## src/rtl/msrv32_fetch_queue.sv

```systemverilog
// Instruction fetch unit: issues one word fetch at a time and buffers returned
// instructions in a 2-entry queue that feeds decode, with redirect on flush.
module msrv32_fetch_queue #(
    parameter logic [31:0] BOOT_ADDR = 32'h0000_0000
) (
    input  logic        clk_in,
    input  logic        rst_in,
    output logic        imem_req_out,
    output logic [31:0] imem_addr_out,
    input  logic        imem_rvalid_in,
    input  logic [31:0] imem_rdata_in,
    input  logic        flush_in,
    input  logic [31:0] flush_pc_in,
    output logic        valid_out,
    input  logic        ready_in,
    output logic [31:0] instr_out,
    output logic [31:0] pc_out
);

    localparam logic [31:0] NOP_INSTR = 32'h0000_0013;

    typedef enum logic [1:0] {
        S_IDLE,
        S_WAIT,
        S_DROP
    } state_t;

    state_t      state;
    logic [31:0] fetch_pc;
    logic [31:0] req_pc;
    logic [31:0] fifo_pc    [2];
    logic [31:0] fifo_instr [2];
    logic        rd_ptr;
    logic        wr_ptr;
    logic [1:0]  count;
    logic        issue;
    logic        push;
    logic        pop;
    logic [1:0]  flush_pc_unused;

    assign flush_pc_unused = flush_pc_in[1:0];

    // Reset gates the request so nothing is issued while the core is held in reset.
    assign issue         = rst_in & (state == S_IDLE) & ~flush_in & (count < 2'd2);
    assign imem_req_out  = issue;
    assign imem_addr_out = fetch_pc;

    assign push = (state == S_WAIT) & imem_rvalid_in & ~flush_in;
    assign pop  = valid_out & ready_in & ~flush_in;

    assign valid_out = (count != 2'd0);
    assign instr_out = valid_out ? fifo_instr[rd_ptr] : NOP_INSTR;
    assign pc_out    = valid_out ? fifo_pc[rd_ptr]    : 32'h0000_0000;

    always_ff @(posedge clk_in or negedge rst_in) begin
        if (!rst_in) begin
            state    <= S_IDLE;
            fetch_pc <= BOOT_ADDR;
            req_pc   <= BOOT_ADDR;
        end else if (flush_in) begin
            fetch_pc <= {flush_pc_in[31:2], 2'b00};
            // An in-flight response that has not yet arrived must be swallowed.
            case (state)
                S_WAIT, S_DROP: state <= imem_rvalid_in ? S_IDLE : S_DROP;
                default:        state <= S_IDLE;
            endcase
        end else begin
            case (state)
                S_IDLE: begin
                    if (issue) begin
                        req_pc   <= fetch_pc;
                        fetch_pc <= fetch_pc + 32'd4;
                        state    <= S_WAIT;
                    end
                end
                S_WAIT: begin
                    if (imem_rvalid_in) state <= S_IDLE;
                end
                S_DROP: begin
                    if (imem_rvalid_in) state <= S_IDLE;
                end
                default: state <= S_IDLE;
            endcase
        end
    end

    always_ff @(posedge clk_in or negedge rst_in) begin
        if (!rst_in) begin
            count  <= 2'd0;
            rd_ptr <= 1'b0;
            wr_ptr <= 1'b0;
            for (int i = 0; i < 2; i++) begin
                fifo_pc[i]    <= 32'h0000_0000;
                fifo_instr[i] <= NOP_INSTR;
            end
        end else if (flush_in) begin
            count  <= 2'd0;
            rd_ptr <= 1'b0;
            wr_ptr <= 1'b0;
        end else begin
            if (push) begin
                fifo_pc[wr_ptr]    <= req_pc;
                fifo_instr[wr_ptr] <= imem_rdata_in;
                wr_ptr             <= ~wr_ptr;
            end
            if (pop) begin
                rd_ptr <= ~rd_ptr;
            end
            case ({push, pop})
                2'b10:   count <= count + 2'd1;
                2'b01:   count <= count - 2'd1;
                default: count <= count;
            endcase
        end
    end

endmodule

```

## config.mk

```make
export PLATFORM = sky130hd
export DESIGN_NAME = msrv32_fetch_queue
export DESIGN_NICKNAME = d
export VERILOG_FILES = /design/src/rtl/msrv32_fetch_queue.sv
export SDC_FILE = /design/constraint.sdc
export NUM_CORES = 1
export LEC_CHECK = 0
export CAP_MARGIN = 20
export CORE_UTILIZATION = 56
export CTS_CLUSTER_SIZE = 12
export DETAILED_ROUTE_END_ITERATION = 8
export GPL_TIMING_DRIVEN = 0
export HOLD_SLACK_MARGIN = 0.12
export PLACE_DENSITY = 0.85
export SKIP_LAST_GASP = 1
export SYNTH_ARGS = -nofsm -noshare
export SYNTH_HDL_FRONTEND = slang
export SYNTH_SLANG_ARGS = --single-unit
```

## constraint.sdc

```tcl
create_clock -name clk_in -period 3.4 [get_ports clk_in]
set_input_delay 0.85 -clock clk_in [delete_from_list [all_inputs] [get_ports clk_in]]
set_output_delay 0.85 -clock clk_in [all_outputs]
set_load 0.05 [all_outputs]
```

* Word-level counts from Yosys, hierarchy flattened
Index checks and enable logic that the tools add are counted.
Widths: inputs -> output; s select.
** Cells by class
- Add/sub/neg operators :: 3
- Magnitude comparators :: 4
- Equality and inequality tests :: 6
- Muxes and demuxes :: 27
- Bitwise gates (word level) :: 12
- Reduce and logical (&&, ||, !) cells :: 13
** Operators by type and width (number)
- $mux 32 :: 12
- $bwmux 64 :: 2
- $add 32x3->32 const B :: 1
- $demux 32 s1 :: 1
- $mux 2 :: 6
- $reduce_bool 2->1 :: 5
- $pmux 2 s2 :: 2
- $and 1x1->1 :: 7
- $reduce_and 2->1 :: 3
- $eq 2x1->1 const B :: 2
- $eq 2x2->1 const B :: 2
- $ge 2x2->1 const B :: 2
- $mux 1 :: 4
- $not 1->2 :: 2
- $ne 3x1->1 const B :: 1
- $ne 3x3->1 const B :: 1
- $not 1->1 :: 3
- $reduce_and 3->1 :: 1
- $reduce_bool 3->1 :: 1
- $add 2x1->2 const B :: 1
- $logic_not 2->1 :: 1
- $lt 2x1->1 const B :: 1
- $lt 2x2->1 const B :: 1
- $reduce_or 2->1 :: 1
- other kinds (2) :: 2
** Word-level totals
- Register bits :: 198
- Output and inout port bits :: 98
- Logic and storage cells :: 75

* Logic depth before layout (Yosys ltp)
- Word-level depth :: 7
- Mapped depth :: 8

* Worst setup path before layout
Ideal clock, no wire load.
- Kind :: input to output
- Start :: input flush_in
- End :: output imem_req_out
- Arrival time :: 1.918 ns
- Path slack :: 0.632 ns
- Stages :: 3
- Path buffers :: 2
- Cell sequence :: clkbuf_1 -> nor2_1 -> clkbuf_1
** Between the ends
- Longest elaborated chain between the ends :: 3
** RTL lines
- from (decl) :: line 12 : input logic flush_in,
- $not 1->1 (no source line)
- $and 1x1->1 (2 in series) :: line 44 : assign issue = rst_in & (state == S_IDLE) & ~flush_in & (count < 2'd2);
- to (decl) :: line 8 : output logic imem_req_out,
Every way passes these cells.

* Final worst setup path
- Start :: input rst_in
- End :: output imem_req_out
** Between the ends
- Longest elaborated chain between the ends :: 3
** RTL lines
- from (decl) :: line 7 : input logic rst_in,
- $and 1x1->1 (3 in series) :: line 44
Every way passes these cells.

==> results.txt <==
- Post-synthesis register bit count: 190
* Fraction of the cycle the final worst path needs: 98.2%
- Synthesized instance count: 709
* Number of flops mapped to enable cells by yosys: 0
- Number of buffer cells added on primary ports: about 160
- Vias per Instance: 5.93
- Overall die width: roughly 130 µm
- The die covers ~16000 µm².
* Required time of the critical path: 2.55 ns
* Inserted Diodes: 0
- Last weighted congestion value of the routability-driven placer: around 0.90
- R2R Setup Slk: 0.90 ns
- Capture instance of the worst register-to-register path: imem_addr_out[22]
- STA classifies the critical path startpoint as a primary input.
- Area growth, synth to finish: 30.9%
- Number of remaining DRC errors: 0
* Hold violation count in the final report: 0
* Total leakage power: around 5.6 nW
* Fraction of power spent switching nets: between 30% and 40%
* CTS Sinks: 190
- The worst register-to-register path begins at state[0].
- The clock network burns around a quarter of the power.
- Number of antenna-violating nets in the routed design: 0
- Dominant cell type by area after synthesis: sky130_fd_sc_hd__dfrtp_1
* TritonCTS clock tree: yes
- Across the VDD grid, the largest voltage drop is approximately 0.4 mV.
* Overall power of the completed layout: 7.93 mW
* Number of distinct library cell variants in the gate-level netlist after synthesis: 42
- The detailed router placed between 6000 and 7000 vias in this run.
- In this run the cell area measured after placement is about 11000 µm².
- From bottom edge to top edge, the die measures 127 µm.
- For the worst-skew pair, the clock arrives at the later sink with an insertion delay of approximately 0.42 ns.
* Maximum clock frequency: approximately 300 MHz
- Proportion of layout cells with a drive suffix above 1: around a quarter
* Max-slew violation total from the final report: 0
- Setup total negative slack: 0 ns
- Setup violations remaining at the end of the flow were counted as 0.
* Maximum buffer depth of the clock tree: 2
- The worst pin sits at a relative slew slack of approximately 52%.
- During I/O placement, the number of pins put on the boundary was between 150 and 200.
- In the final routed layout, each cell accounts on average for about 19 µm.
* Kind of path behind the tightest hold check: primary input to async pin
- Count of non-filler cells in the finished layout: approximately 1100
- Sequential elements use between 50 and 60% of the synthesized area.
- Among all stages on the critical path, the largest delay is contributed by sky130_fd_sc_hd__clkdlybuf4s15_2.
- Share of flip-flops with an asynchronous set or reset: 100%
* Initial Util: a little under three fifths
- RSZ-0062 raised after global routing: true
* Clk pin slew, worst setup/hold paths: around 0.06 ns
- Total clock buffers created by CTS: 17
- Across the run, the number of max-cap violations was 0.
- Power per Cell Area: between 600 and 700 nW/µm²
- The detailed router finished its first iteration with approximately 540 violations.
* Status: finished, final reports clean
* Number of levels in the clock H-tree: 4
- Count of hold buffers inserted by post-cts repair: 0
- Critical Path, Cell by Cell: buf_16, buf_16, nand3b_4, nor2_1, clkbuf_2, clkdlybuf4s15_2
- Core Footprint: between 15000 and 20000 µm²
* Pin count of the biggest net entering global routing: between 90 and 100
- Yosys printed 0 warnings.
- R2R depth: 8
- Yosys top cell area share: a little over half
* Dominant delay contributor by cell family on the critical path: buffers and inverters
- Crit path largest cell delay: between 0.4 and 0.5 ns
* Most area-consuming cells after synthesis: sky130_fd_sc_hd__dfrtp_1 (53%), sky130_fd_sc_hd__mux2_2 (20%), sky130_fd_sc_hd__mux2i_1 (7.3%), sky130_fd_sc_hd__nor2_1 (3.5%), sky130_fd_sc_hd__dfstp_2 (1.8%)
- At the end of the flow, the number of nets in the layout was about 970.
* Detailed-router iteration count before antenna repair: 5
- Post-synth top flop: sky130_fd_sc_hd__dfrtp_1
- First-pass GRT wire length: about 34 mm
* Worst Max-Slew Pin Slew: 0.719 ns
- The number of global-route vias before repair was between 6000 and 7000.
- STA puts the critical path data arrival time at 2.49 ns.
- By count the netlist is led by sky130_fd_sc_hd__dfrtp_1 (184), sky130_fd_sc_hd__mux2_2 (154), sky130_fd_sc_hd__nor2_1 (81), sky130_fd_sc_hd__mux2i_1 (64), sky130_fd_sc_hd__clkbuf_1 (33).
- Net switching power figure: roughly 2.5 mW
- By instance count, the leading cell after synthesis is sky130_fd_sc_hd__dfrtp_1.
* Int Power: 5.48 mW
* DP Wirelength: approximately 14 mm
- Finished layout cell area: between 10000 and 15000 µm²
- The setup path with the least slack is of type primary input to output pin.
* Crit-path most repeated cell: sky130_fd_sc_hd__buf_16
- GR Overflow Total: 0
- The floorplan has between 40 and 50 rows.
- Of all nets on the critical path, the largest fanout is 49.
- Number of antenna violations at the first check in global routing: 0
- Global routing used about 27% of the available tracks.
* Proportion of power drawn by flip-flops and latches: between 40% and 50%
- The number of buffers and inverters on the critical path is 4.
* Detailed-route wire length: around 21 mm
- After synthesis the cells add up to 8740 µm².
* Clk Tree Root Cell: sky130_fd_sc_hd__clkbuf_16
* Mean instance size in the synthesized netlist: ~12 µm²
- Combinational Power Share: about 28%
- The routed design could run at a clock period as short as 3.34 ns.
* Nature of the critical path endpoint: output pin
- Post-CTS timing repair inserted 0 buffers for setup.
- The number of placed instances, taps included, is roughly 1100.
- Between clock sinks in the finished design, the worst skew comes to 0.00615 ns.
## power by group through the flow
stage / Sequential [mW] / Clock, mW / Combinational, mW
after global placement: 3.55 / 0 / 2.10
final: 3.61 / 2.11 / 2.21
after CTS: 3.60 / 2.14 / 2.22
after global routing: 3.71 / 2.24 / 2.38
after detailed placement: 3.63 / 0 / 2.20
after floorplan: 3.56 / 0 / 1.50
## logic make-up (layout without fill, tap and decap cells)
family	count (synthesis)	in the layout	share of synthesized area (%)
XOR/XNOR	13	13	1.30
adder cells (fa/ha/maj)	3	3	0.430
flip-flops	190	190	54.5
AO/OA/AOI/OAI	56	56	3.98
buffers and inverters	54	248	2.68
AND/OR/NAND/NOR	174	174	9.87
other	1	4	0.0429
multiplexers	218	218	27.2
## layout make-up
| cell class | instances | area, µm² |
|---|---|---|
| plain buffers | 46 | 223 |
| clock buffers | 23 | 478 |
| clock inverters | 9 | 156 |
| fillers | 989 | 3770 |
| inverters | 7 | 26.3 |
| multi-input cells | 468 | 3750 |
| flip-flops and latches | 190 | 4760 |
| well taps | 188 | 235 |
| repair buffers | 163 | 1800 |
## worst max-delay path by stage
stage / startpoint / end / slack (ns) / cells past startpoint
2_1_floorplan: flush_in / imem_req_out / 0.63 / 3
3_3_place_gp: rst_in / imem_req_out / -6.72 / 5
3_5_place_dp: rst_in / imem_req_out / -1.15 / 6
4_1_cts: rst_in / imem_req_out / -0.21 / 6
5_1_grt: rst_in / imem_req_out / -0.08 / 6
6_report: rst_in / imem_req_out / 0.06 / 6
## sequential cells by signal (all words and copies together) (netlist names)
name           cells
req_pc            30
wr_ptr             1
imem_addr_out     30
rd_ptr             1
fifo_pc           60
fifo_instr        64
count              2
state              2
## per-layer routing
layer	vias up	wire (µm)	GRT usage [%]
li1	2909	-	-
met2	296	10500	45.4
met1	3225	8710	34.5
met5	-	0	0
met4	0	498	11.2
met3	52	1170	4.13
## timing repair
action | in CTS | in global routing
gates resized for setup | 29 | 49
setup endpoints to repair | 63 | 56
gates cloned | 1 | 1
## cell usage in the layout, fill, tap and decap left out, types with 5 or more instances in the layout
master	n
sky130_fd_sc_hd__dfrtp_1	184
sky130_fd_sc_hd__mux2_2	154
sky130_fd_sc_hd__clkdlybuf4s50_1	100
sky130_fd_sc_hd__nor2_1	80
sky130_fd_sc_hd__mux2i_1	64
sky130_fd_sc_hd__dlymetal6s2s_1	44
sky130_fd_sc_hd__nand2_1	29
sky130_fd_sc_hd__clkbuf_1	24
sky130_fd_sc_hd__a31oi_1	18
sky130_fd_sc_hd__o21ai_0	18
sky130_fd_sc_hd__clkbuf_16	18
sky130_fd_sc_hd__or4_1	15
sky130_fd_sc_hd__nand3_1	14
sky130_fd_sc_hd__o31ai_1	13
sky130_fd_sc_hd__dlygate4sd2_1	13
sky130_fd_sc_hd__clkbuf_2	12
sky130_fd_sc_hd__xor2_1	11
sky130_fd_sc_hd__nand4_1	9
sky130_fd_sc_hd__inv_1	7
sky130_fd_sc_hd__buf_2	7
sky130_fd_sc_hd__dfstp_2	6
sky130_fd_sc_hd__buf_4	5
## through the flow
step / utilization (%) / setup WS, ns / hold slack [ns]
2_1_floorplan: - / 0.632 / 0.479
3_3_place_gp: 69.6 / -6.72 / 0.486
3_5_place_dp: 69.8 / -1.15 / 0.494
4_1_cts: 74.2 / -0.210 / 0.388
5_1_grt: 75.2 / -0.0833 / 0.296
6_report: 75.2 / 0.0599 / 0.295
(Power assumes the default switching activity.)
